<file path="config.mk">
export PLATFORM = sky130hd
export DESIGN_NAME = vote_link_peer
export DESIGN_NICKNAME = d
export VERILOG_FILES = /design/src/rtl/vote_link_pkg.sv /design/src/rtl/vote_link_fifo.sv /design/src/rtl/vote_link_peer.sv
export SDC_FILE = /design/constraint.sdc
export NUM_CORES = 1
export LEC_CHECK = 0
export ABC_CLOCK_PERIOD_IN_PS = 2000
export BUFFER_PORTS_ARGS = -buffer_cell sky130_fd_sc_hd__buf_2
export CORE_MARGIN = 1
export CORE_UTILIZATION = 45
export CTS_CLUSTER_SIZE = 8
export DETAILED_ROUTE_END_ITERATION = 8
export MAX_ROUTING_LAYER = met4
export PLACE_DENSITY_LB_ADDON = 0.05
export SYNTH_ARGS = -nofsm -noshare
export SYNTH_HDL_FRONTEND = slang
export SYNTH_HIERARCHICAL = 1
export SYNTH_SLANG_ARGS = --single-unit
</file>
<file path="constraint.sdc">
create_clock -name clock -period 2 [get_ports clock]
set_input_delay 0.2 -clock clock [delete_from_list [all_inputs] [get_ports clock]]
set_output_delay 0.2 -clock clock [all_outputs]
set_load 0.03 [all_outputs]
</file>
<file path="src/rtl/vote_link_pkg.sv">
// Shared types for the voting-unit link peer: FSM state encoding and the link data width.
package vote_link_pkg;

    localparam int VL_DATA_W = 4;

    typedef enum logic [2:0] {
        ST_IDLE,
        ST_TX_REQ,
        ST_TX_REL,
        ST_RX_REQ,
        ST_RX_REL
    } vote_link_state_t;

endpackage

</file>
<file path="src/rtl/vote_link_fifo.sv">
// Receive FIFO for the link peer. A slot is reserved when a receive is armed, so a push never overflows.
module vote_link_fifo
    import vote_link_pkg::*;
#(
    parameter int DEPTH = 4
) (
    input  logic                 clock,
    input  logic                 reset,
    input  logic                 reserve,
    input  logic                 cancel,
    input  logic                 push,
    input  logic [VL_DATA_W-1:0] push_data,
    input  logic                 pop,
    output logic [VL_DATA_W-1:0] pop_data,
    output logic                 empty,
    output logic                 full
);

    localparam int AW = $clog2(DEPTH);
    localparam int CW = AW + 1;

    logic [VL_DATA_W-1:0] mem [DEPTH];
    logic [AW-1:0]        wr_ptr;
    logic [AW-1:0]        rd_ptr;
    logic [CW-1:0]        count;
    logic                 rsv;

    // A push consumes the outstanding reservation; a cancel drops it without storing data.
    always_ff @(posedge clock or negedge reset) begin
        if (!reset) begin
            wr_ptr <= '0;
            rd_ptr <= '0;
            count  <= '0;
            rsv    <= 1'b0;
        end else begin
            if (push) wr_ptr <= wr_ptr + AW'(1);
            if (pop)  rd_ptr <= rd_ptr + AW'(1);
            case ({push, pop})
                2'b10:   count <= count + CW'(1);
                2'b01:   count <= count - CW'(1);
                default: ;
            endcase
            if (push || cancel) rsv <= 1'b0;
            else if (reserve)   rsv <= 1'b1;
        end
    end

    always_ff @(posedge clock) begin
        if (push) mem[wr_ptr] <= push_data;
    end

    assign pop_data = mem[rd_ptr];
    assign empty    = (count == '0);
    assign full     = (count + CW'(rsv)) >= CW'(DEPTH);

endmodule

</file>
<file path="src/rtl/vote_link_peer.sv">
// Far-end partner for the voting unit's four-phase rts/cts and rtr/ctr link.
// Define VOTE_LINK_TIMEOUT_EN to enable the wait-state timeout, err and err_clr.
module vote_link_peer
    import vote_link_pkg::*;
#(
    parameter int RX_DEPTH = 4,
    parameter int TIMEOUT  = 64
) (
    input  logic                 clock,
    input  logic                 reset,
    input  logic                 cts,
    input  logic                 ctr,
    input  logic [VL_DATA_W-1:0] v_out,
    output logic                 rts,
    output logic                 rtr,
    output logic [VL_DATA_W-1:0] v_in,
    input  logic                 tx_valid,
    input  logic [VL_DATA_W-1:0] tx_data,
    output logic                 tx_ready,
    input  logic                 rx_en,
    output logic                 rx_valid,
    output logic [VL_DATA_W-1:0] rx_data,
    input  logic                 rx_ready,
    output logic                 busy,
    output logic                 err,
    input  logic                 err_clr
);

    vote_link_state_t state, state_next;

    logic                 cts_meta, cts_s, ctr_meta, ctr_s;
    logic [VL_DATA_W-1:0] tx_hold;
    logic                 tx_full;
    logic                 last_rx;
    logic                 tx_grant, rx_grant, tx_done, rx_push, rx_abort;
    logic                 timeout_hit;
    logic                 fifo_empty, fifo_full;

    assign tx_ready = !tx_full;
    assign rx_valid = !fifo_empty;
    assign busy     = (state != ST_IDLE);

    always_ff @(posedge clock or negedge reset) begin
        if (!reset) state <= ST_IDLE;
        else        state <= state_next;
    end

    // Arbitration alternates via last_rx when both directions want the link; a timeout aborts any wait.
    always_comb begin
        state_next = state;
        tx_grant   = 1'b0;
        rx_grant   = 1'b0;
        tx_done    = 1'b0;
        rx_push    = 1'b0;
        rx_abort   = 1'b0;
        case (state)
            ST_IDLE: begin
                if (tx_full && (!(rx_en && !fifo_full) || last_rx)) begin
                    tx_grant   = 1'b1;
                    state_next = ST_TX_REQ;
                end else if (rx_en && !fifo_full) begin
                    rx_grant   = 1'b1;
                    state_next = ST_RX_REQ;
                end
            end
            ST_TX_REQ: begin
                if (timeout_hit) begin
                    state_next = ST_IDLE;
                end else if (cts_s) begin
                    tx_done    = 1'b1;
                    state_next = ST_TX_REL;
                end
            end
            ST_TX_REL: begin
                if (timeout_hit || !cts_s) state_next = ST_IDLE;
            end
            ST_RX_REQ: begin
                if (timeout_hit) begin
                    rx_abort   = 1'b1;
                    state_next = ST_IDLE;
                end else if (ctr_s) begin
                    rx_push    = 1'b1;
                    state_next = ST_RX_REL;
                end
            end
            ST_RX_REL: begin
                if (timeout_hit || !ctr_s) state_next = ST_IDLE;
            end
            default: state_next = ST_IDLE;
        endcase
    end

    always_ff @(posedge clock or negedge reset) begin
        if (!reset) begin
            cts_meta <= 1'b0;
            cts_s    <= 1'b0;
            ctr_meta <= 1'b0;
            ctr_s    <= 1'b0;
            rts      <= 1'b0;
            rtr      <= 1'b0;
            v_in     <= '0;
            tx_hold  <= '0;
            tx_full  <= 1'b0;
            last_rx  <= 1'b0;
        end else begin
            cts_meta <= cts;
            cts_s    <= cts_meta;
            ctr_meta <= ctr;
            ctr_s    <= ctr_meta;
            if (tx_grant) begin
                rts  <= 1'b1;
                v_in <= tx_hold;
            end else if (tx_done || timeout_hit) begin
                rts <= 1'b0;
            end
            if (rx_grant)                  rtr <= 1'b1;
            else if (rx_push || timeout_hit) rtr <= 1'b0;
            // An aborted send leaves tx_full set so the same nibble is offered again.
            if (tx_done) begin
                tx_full <= 1'b0;
            end else if (tx_valid && !tx_full) begin
                tx_full <= 1'b1;
                tx_hold <= tx_data;
            end
            if (tx_grant)      last_rx <= 1'b0;
            else if (rx_grant) last_rx <= 1'b1;
        end
    end

`ifdef VOTE_LINK_TIMEOUT_EN
    localparam int TMO_W = $clog2(TIMEOUT);

    logic [TMO_W-1:0] tmo_cnt;

    always_ff @(posedge clock or negedge reset) begin
        if (!reset) begin
            tmo_cnt <= '0;
            err     <= 1'b0;
        end else begin
            if (state_next != state)  tmo_cnt <= '0;
            else if (state != ST_IDLE) tmo_cnt <= tmo_cnt + TMO_W'(1);
            if (timeout_hit)  err <= 1'b1;
            else if (err_clr) err <= 1'b0;
        end
    end

    assign timeout_hit = (state != ST_IDLE) && (tmo_cnt == TMO_W'(TIMEOUT - 1));
`else
    logic [1:0] unused_cfg;
    assign unused_cfg  = {err_clr, (TIMEOUT > 0)};
    assign timeout_hit = 1'b0;
    assign err         = 1'b0;
`endif

    vote_link_fifo #(
        .DEPTH(RX_DEPTH)
    ) u_fifo (
        .clock    (clock),
        .reset    (reset),
        .reserve  (rx_grant),
        .cancel   (rx_abort),
        .push     (rx_push),
        .push_data(v_out),
        .pop      (rx_valid && rx_ready),
        .pop_data (rx_data),
        .empty    (fifo_empty),
        .full     (fifo_full)
    );

endmodule

</file>
; Word level (Yosys, flattened, before mapping)
; Memory sizes are Yosys's and may differ from the RTL's.
; Index checks and enable logic that the tools add are counted.
[totals]
mem_count = 1
out_inout_bits = 14
word_cells = 81
ramBits = 16
input_bits = 16
regBits = 27
[mem_list]
columns = memory, words, word_bits, rd, rd_clocked_by_memory_dff, wr, line
row1 = u_fifo.mem, 4, 4, 1, 0, 1, vote_link_fifo.sv:22  ; logic [VL_DATA_W-1:0] mem [DEPTH];
[classes]
n_reduce_logical = 19
n_addsub = 5
magnitude_cmp = 1
bitwise = 1
mux = 28
eq_ne = 11
[op_table]
columns = operator, n
row1 = $mux 1, 20
row2 = $mux 3, 6
row3 = $pmux 3 s5, 1
row4 = $reduce_bool 2->1, 5
row5 = $ne 2x2->1 const B, 4
row6 = $eq 3x2->1 const B, 2
row7 = $logic_not 3->1, 2
row8 = $pmux 3 s2, 1
row9 = $reduce_and 5->1, 1
row10 = $add 2x1->2 const B, 2
row11 = $logic_and 1x1->1, 4
row12 = $logic_not 1->1, 4
row13 = $add 3x1->3, 1
row14 = $add 3x1->3 const B, 1
row15 = $eq 3x1->1 const B, 1
row16 = $eq 3x3->1 const B, 1
row17 = $ge 3x3->1 const B, 1
row18 = $ne 3x3->1 const B, 1
row19 = $reduce_bool 3->1, 1
row20 = $sub 3x1->3 const B, 1
row21 = $eq 2x1->1 const B, 1
row22 = $eq 2x2->1 const B, 1
row23 = $reduce_and 2->1, 1
row24 = $logic_or 1x1->1, 1
row25 = $not 1->1, 1

; Depth between registers and ports, before layout
[logic_depth]
ltp_word = 11
ltp_mapped = 11
depth_no_buf = 9

; Hierarchy
; Netlist, hierarchy kept.
[by_module_without_submodules]
columns = mod, seq_area_each_um2, cells_per_inst, instances, area_per_inst_um2
row1 = vote_link_fifo, 680.7, 62, 1, 1022.2
row2 = vote_link_peer, 475.5, 72, 1, 904.6

; Worst setup path after synthesis
; No wires, ideal clock.
[synth_timing]
path_kind = flip-flop to flip-flop
start = register state[0]
end = register u_fifo.count[2]
arrival_ns = 1.965
path_slack_ns = -0.044
path_buffers = 1
required_ns = 1.921
stages_incl_launch_ff = 11
setup_time_ns = 0.079
synth_period_minus_slack_ns = 2.044
cell_sequence = dfrtp_1 > nor2b_1 > and3_1 > clkbuf_1 > inv_1 > ha_1 > inv_1 > fa_1 > xor2_1 > nor2_1 > xor2_1
[synth_via]
elab_chain_len = 4
word_cells_on_any_way = 6
classes_between = 3 x eq/ne / 2 x mux / 1 x reduce/logical
[synth_rtl]
columns = element, line
row1 = "start, declared", vote_link_peer.sv:29  ; vote_link_state_t state, state_next;
row2 = "start signal, assigned", vote_link_peer.sv:45  ; else state <= state_next;
row3 = $eq 3x2->1 *, vote_link_peer.sv:56  ; case (state)
row4 = $mux 1 *, vote_link_peer.sv:56
row5 = named net rx_push, vote_link_peer.sv:35  ; logic tx_grant, rx_grant, tx_done, rx_push, rx_abort;
row6 = $eq 2x1->1 / $eq 2x2->1 (equally long branches), vote_link_fifo.sv:38  ; case ({push, pop})
row7 = $pmux 3 s2 / $reduce_bool 2->1 (equally long branches), --
row8 = "end signal, assigned", vote_link_fifo.sv:39  ; 2'b10: count <= count + CW'(1);
row9 = "end signal, assigned", vote_link_fifo.sv:40  ; 2'b01: count <= count - CW'(1);
row10 = "end, declared", vote_link_fifo.sv:25  ; logic [CW-1:0] count;
; Mark *: on every way through the listed nets, which the timed path passes. The rest lies on a longest branch.
; A chain may end at the register's enable or synchronous reset.

; Worst setup path in the final report
; Same ends and word-level chain as after synthesis.

==> reports/qor.yml <==
outcome:
  status: "completed"
logic_synthesis:
  ys_top_cells_by_area: "dfrtp_1 35%, edfxtp_1 25%, mux2_2 4.7%"
  synth_common_cells: "27 x dfrtp_1, 16 x edfxtp_1, 12 x inv_1, 8 x mux2_2, 6 x nor2_1"
  post-synth-top-count-cell: "dfrtp_1"
  synth_cell_types: 39
  postSynthAreaPerCell_um2: 14.38
  synth.area.mux_share_pct: 9.870
  seq_area_frac_synth_pct: 60.00
  post_synth_fa_ha_maj_area_fraction_pct: 4.286
  synth_top_family_by_area: "simple AND/OR/NAND/NOR gates"
  synth_area_leader_cell: "dfrtp_1"
  synth-compound-area-share_pct: 5.844
  synth_edf_count: 16
  netlist_area_mm2: 0.001927
  synthArstFlopShare_pct: 62.79
  synth-xor-area-share_pct: 3.182
  synth_ff_type: "dfrtp_1"
  synthCells: 134
  ys_seq_elements: 43
  ys_warn_count: 6
  yosys.area_share.simple_pct: 11.56
  yosys.area.top_type_share_pct: 35.06
global_routing:
  antenna_found_initial: 0
  grt_pass1_wl_um: 4905
  grtUsageMet2_pct: 25.87
  grt_pass1_vias: 1087
  gr-usage-all-layers_pct: 15.47
  grt_overflow: 0
  gr-max-usage-layer: "met2"
  met1_usage_pct: 17.49
  use_met3_pct: 4.054
  grt_max_degree: 28
clocking:
  clk_path_buf_depth: 2
  post_cts_buffers: 0
  cts_root_buf: "clkbuf_8"
  clk_pin_slew_worst_paths_ns: 0.08
  cts_sinks: 43
  cts-htree-levels: 2
  numCtsBuffers: 5
  clk_latency_ns: 0.29
  cts_tree: "yes"
die:
  design.core.area_mm2: 0.004058
  dieArea_mm2: 0.004547
  die_w_um: 67.44
  rows: 23
  die_height_um: 67.44
  initial_core_util_pct: 47.49
  num_io_pins: 30
worst_setup_path:
  cp-end-kind: "flip-flop"
  timing.rr.end: "u_fifo/count[2]"
  cp_data_arrival_time_ns: 2.08
  r2r_slack_ns: 0.14
  start_kind: "flip-flop"
  reg2reg_depth: 9
  critPathKind: "reg -> reg"
  cp_max_fo: 2
  r2r-start: "state[0]"
  required_ns: 2.22
sta:
  finalHoldViolCount: 0
  finalCritPeriodShare_pct: 93.18
  setup_tns_ns: 0
  fin_skew_ns: 0.005502
  final-setup-viol-count: 0
  relSlewSlack_pct: 59.70
  max_freq_mhz: 536.6
  rsz0062_at_grt: "false"
  tightest_slew_ns: 0.6044
  fin_crit_ns: 1.864
  slew_violations: 0
cells_and_area:
  nNetsFinal: 190
  area_delta_synth_final_pct: 15.07
  drive_above_1_share_pct: 37.28
  stdcell_area_mm2: 0.002217
  multi_input_area_um2: 684.4
  seqCellArea_mm2: 0.001157
  fillerInstances: 340
  diodes: 0
place:
  gp_congestion: 0.8796
  place_area_mm2: 0.002107
  port-buffer-count: 27
  hpwlAfterDp_um: 2143
detailed_routing:
  viasPerCell: 5.046
  vias: 1105
  firstDrtPassIters: 4
  drc: 0
  routed_wl_um: 2948
  drtIter0Drc: 72
  final_antenna_net_count: 0
  wl_per_cell_um: 13.46
pwr:
  powerDensity_mw_per_mm2: 1520
  ir_drop_v: 0.0007132
  p_leak_nw: 0.9283
flow_run:
  max-cap-violations: 0
worst_hold_path:
  holdPathStages: 1
  hp-start: "cts"
  worst_hold_path.endpoint: "cts_meta"
  worstHoldPathType: "in -> reg"
registers in the layout, indices dropped and copies added (netlist names), 2 cells and up:
register / cells
u_fifo/mem: 16
v_in: 4
state: 3
u_fifo/wr_ptr: 2
u_fifo/count: 3
tx_hold: 4
u_fifo/rd_ptr: 2
cells by family after synthesis:
| group | Yosys count |
|---|---|
| adder cells (fa/ha/maj) | 6 |
| AO/OA/AOI/OAI | 13 |
| AND/OR/NAND/NOR | 33 |
| multiplexers | 13 |
| flip-flops | 43 |
| other | 1 |
| XOR/XNOR | 7 |
| buffers and inverters | 18 |
layout make-up:
class / instances / area share [%]
Multi-Input combinational cell: 74 / 30.87
Sequential cell: 43 / 52.20
Clock buffer: 5 / 3.104
Clock inverter: 3 / 1.072
Tap cell: 50 / 2.822
Inverter: 12 / 2.032
Timing Repair Buffer: 32 / 7.901
cell usage in the layout, fill, tap and decap left out, types with 2 or more instances in the layout:
master,instances
buf_2,27
nor3_1,4
buf_4,4
o21ai_0,2
nor2b_1,2
mux4_2,4
clkbuf_8,5
nor3b_1,2
xnor2_1,3
inv_1,12
edfxtp_1,16
and2_1,4
a21oi_1,2
xor2_1,4
dfrtp_1,26
nor2_1,6
mux2_2,8
clkinvlp_4,2
nand2_1,3
a31oi_1,3
conb_1,2
nand3_1,2
ha_1,4
worst max-delay path by stage:
| stage | start | endpoint | slack [ns] | depth (start not counted) |
|---|---|---|---|---|
| after detailed placement | state[0] | u_fifo/count[2] | 0.1 | 9 |
| after global routing | state[0] | u_fifo/count[2] | 0.009 | 9 |
| after global placement | state[0] | u_fifo/count[2] | 0.13 | 9 |
| after CTS | u_fifo/count[0] | u_fifo/count[2] | 0.07 | 8 |
| final | state[0] | u_fifo/count[2] | 0.14 | 9 |
| after floorplan | state[0] | u_fifo/count[2] | 0.006 | 10 |
through the flow:
stage | hold slack [ns] | util, % | setup WS (ns) | total power, W | cells
2_1_floorplan | -0.09559 | - | 0.005520 | 0.002543 | 135
3_3_place_gp | 0.2394 | 51.93 | 0.1323 | 0.002789 | 210
3_5_place_dp | 0.2500 | 51.93 | 0.09586 | 0.002838 | 210
4_1_cts | 0.007254 | 54.46 | 0.06587 | 0.003398 | 219
5_1_grt | 0.002377 | 54.64 | 0.008788 | 0.003619 | 219
6_report | 0.01274 | 54.64 | 0.1364 | 0.003370 | 219
timing repair:
action,CTS,global route
setup endpoints to repair,0,1
hold buffers,1,0
resized for setup,0,3
endpoints found under the hold margin,27,0
report_power, final:
part,switching [W],internal (W)
registers,0.000222,0.00117
clock network,0.000301,0.000249
logic,0.000793,0.000632
total,0.00132,0.00205
critical path: stages (launching register included):
cell and delay, ns:
dfrtp_2 0.40, nor2b_1 0.14, and3_1 0.19, inv_1 0.08
ha_2 0.19, inv_1 0.06, fa_2 0.33, xor2_1 0.14
nor2_1 0.12, xor2_1 0.15
per-layer routing:
metal  wire length [um]  vias up  part of all wire, %
met2               1497       33                   51
met1               1290      536                   44
met5                  0        -                    0
met3                115        6                  3.9
li1                   -      530                    -
met4                 44        0                  1.5
(Power assumes the default switching activity.)
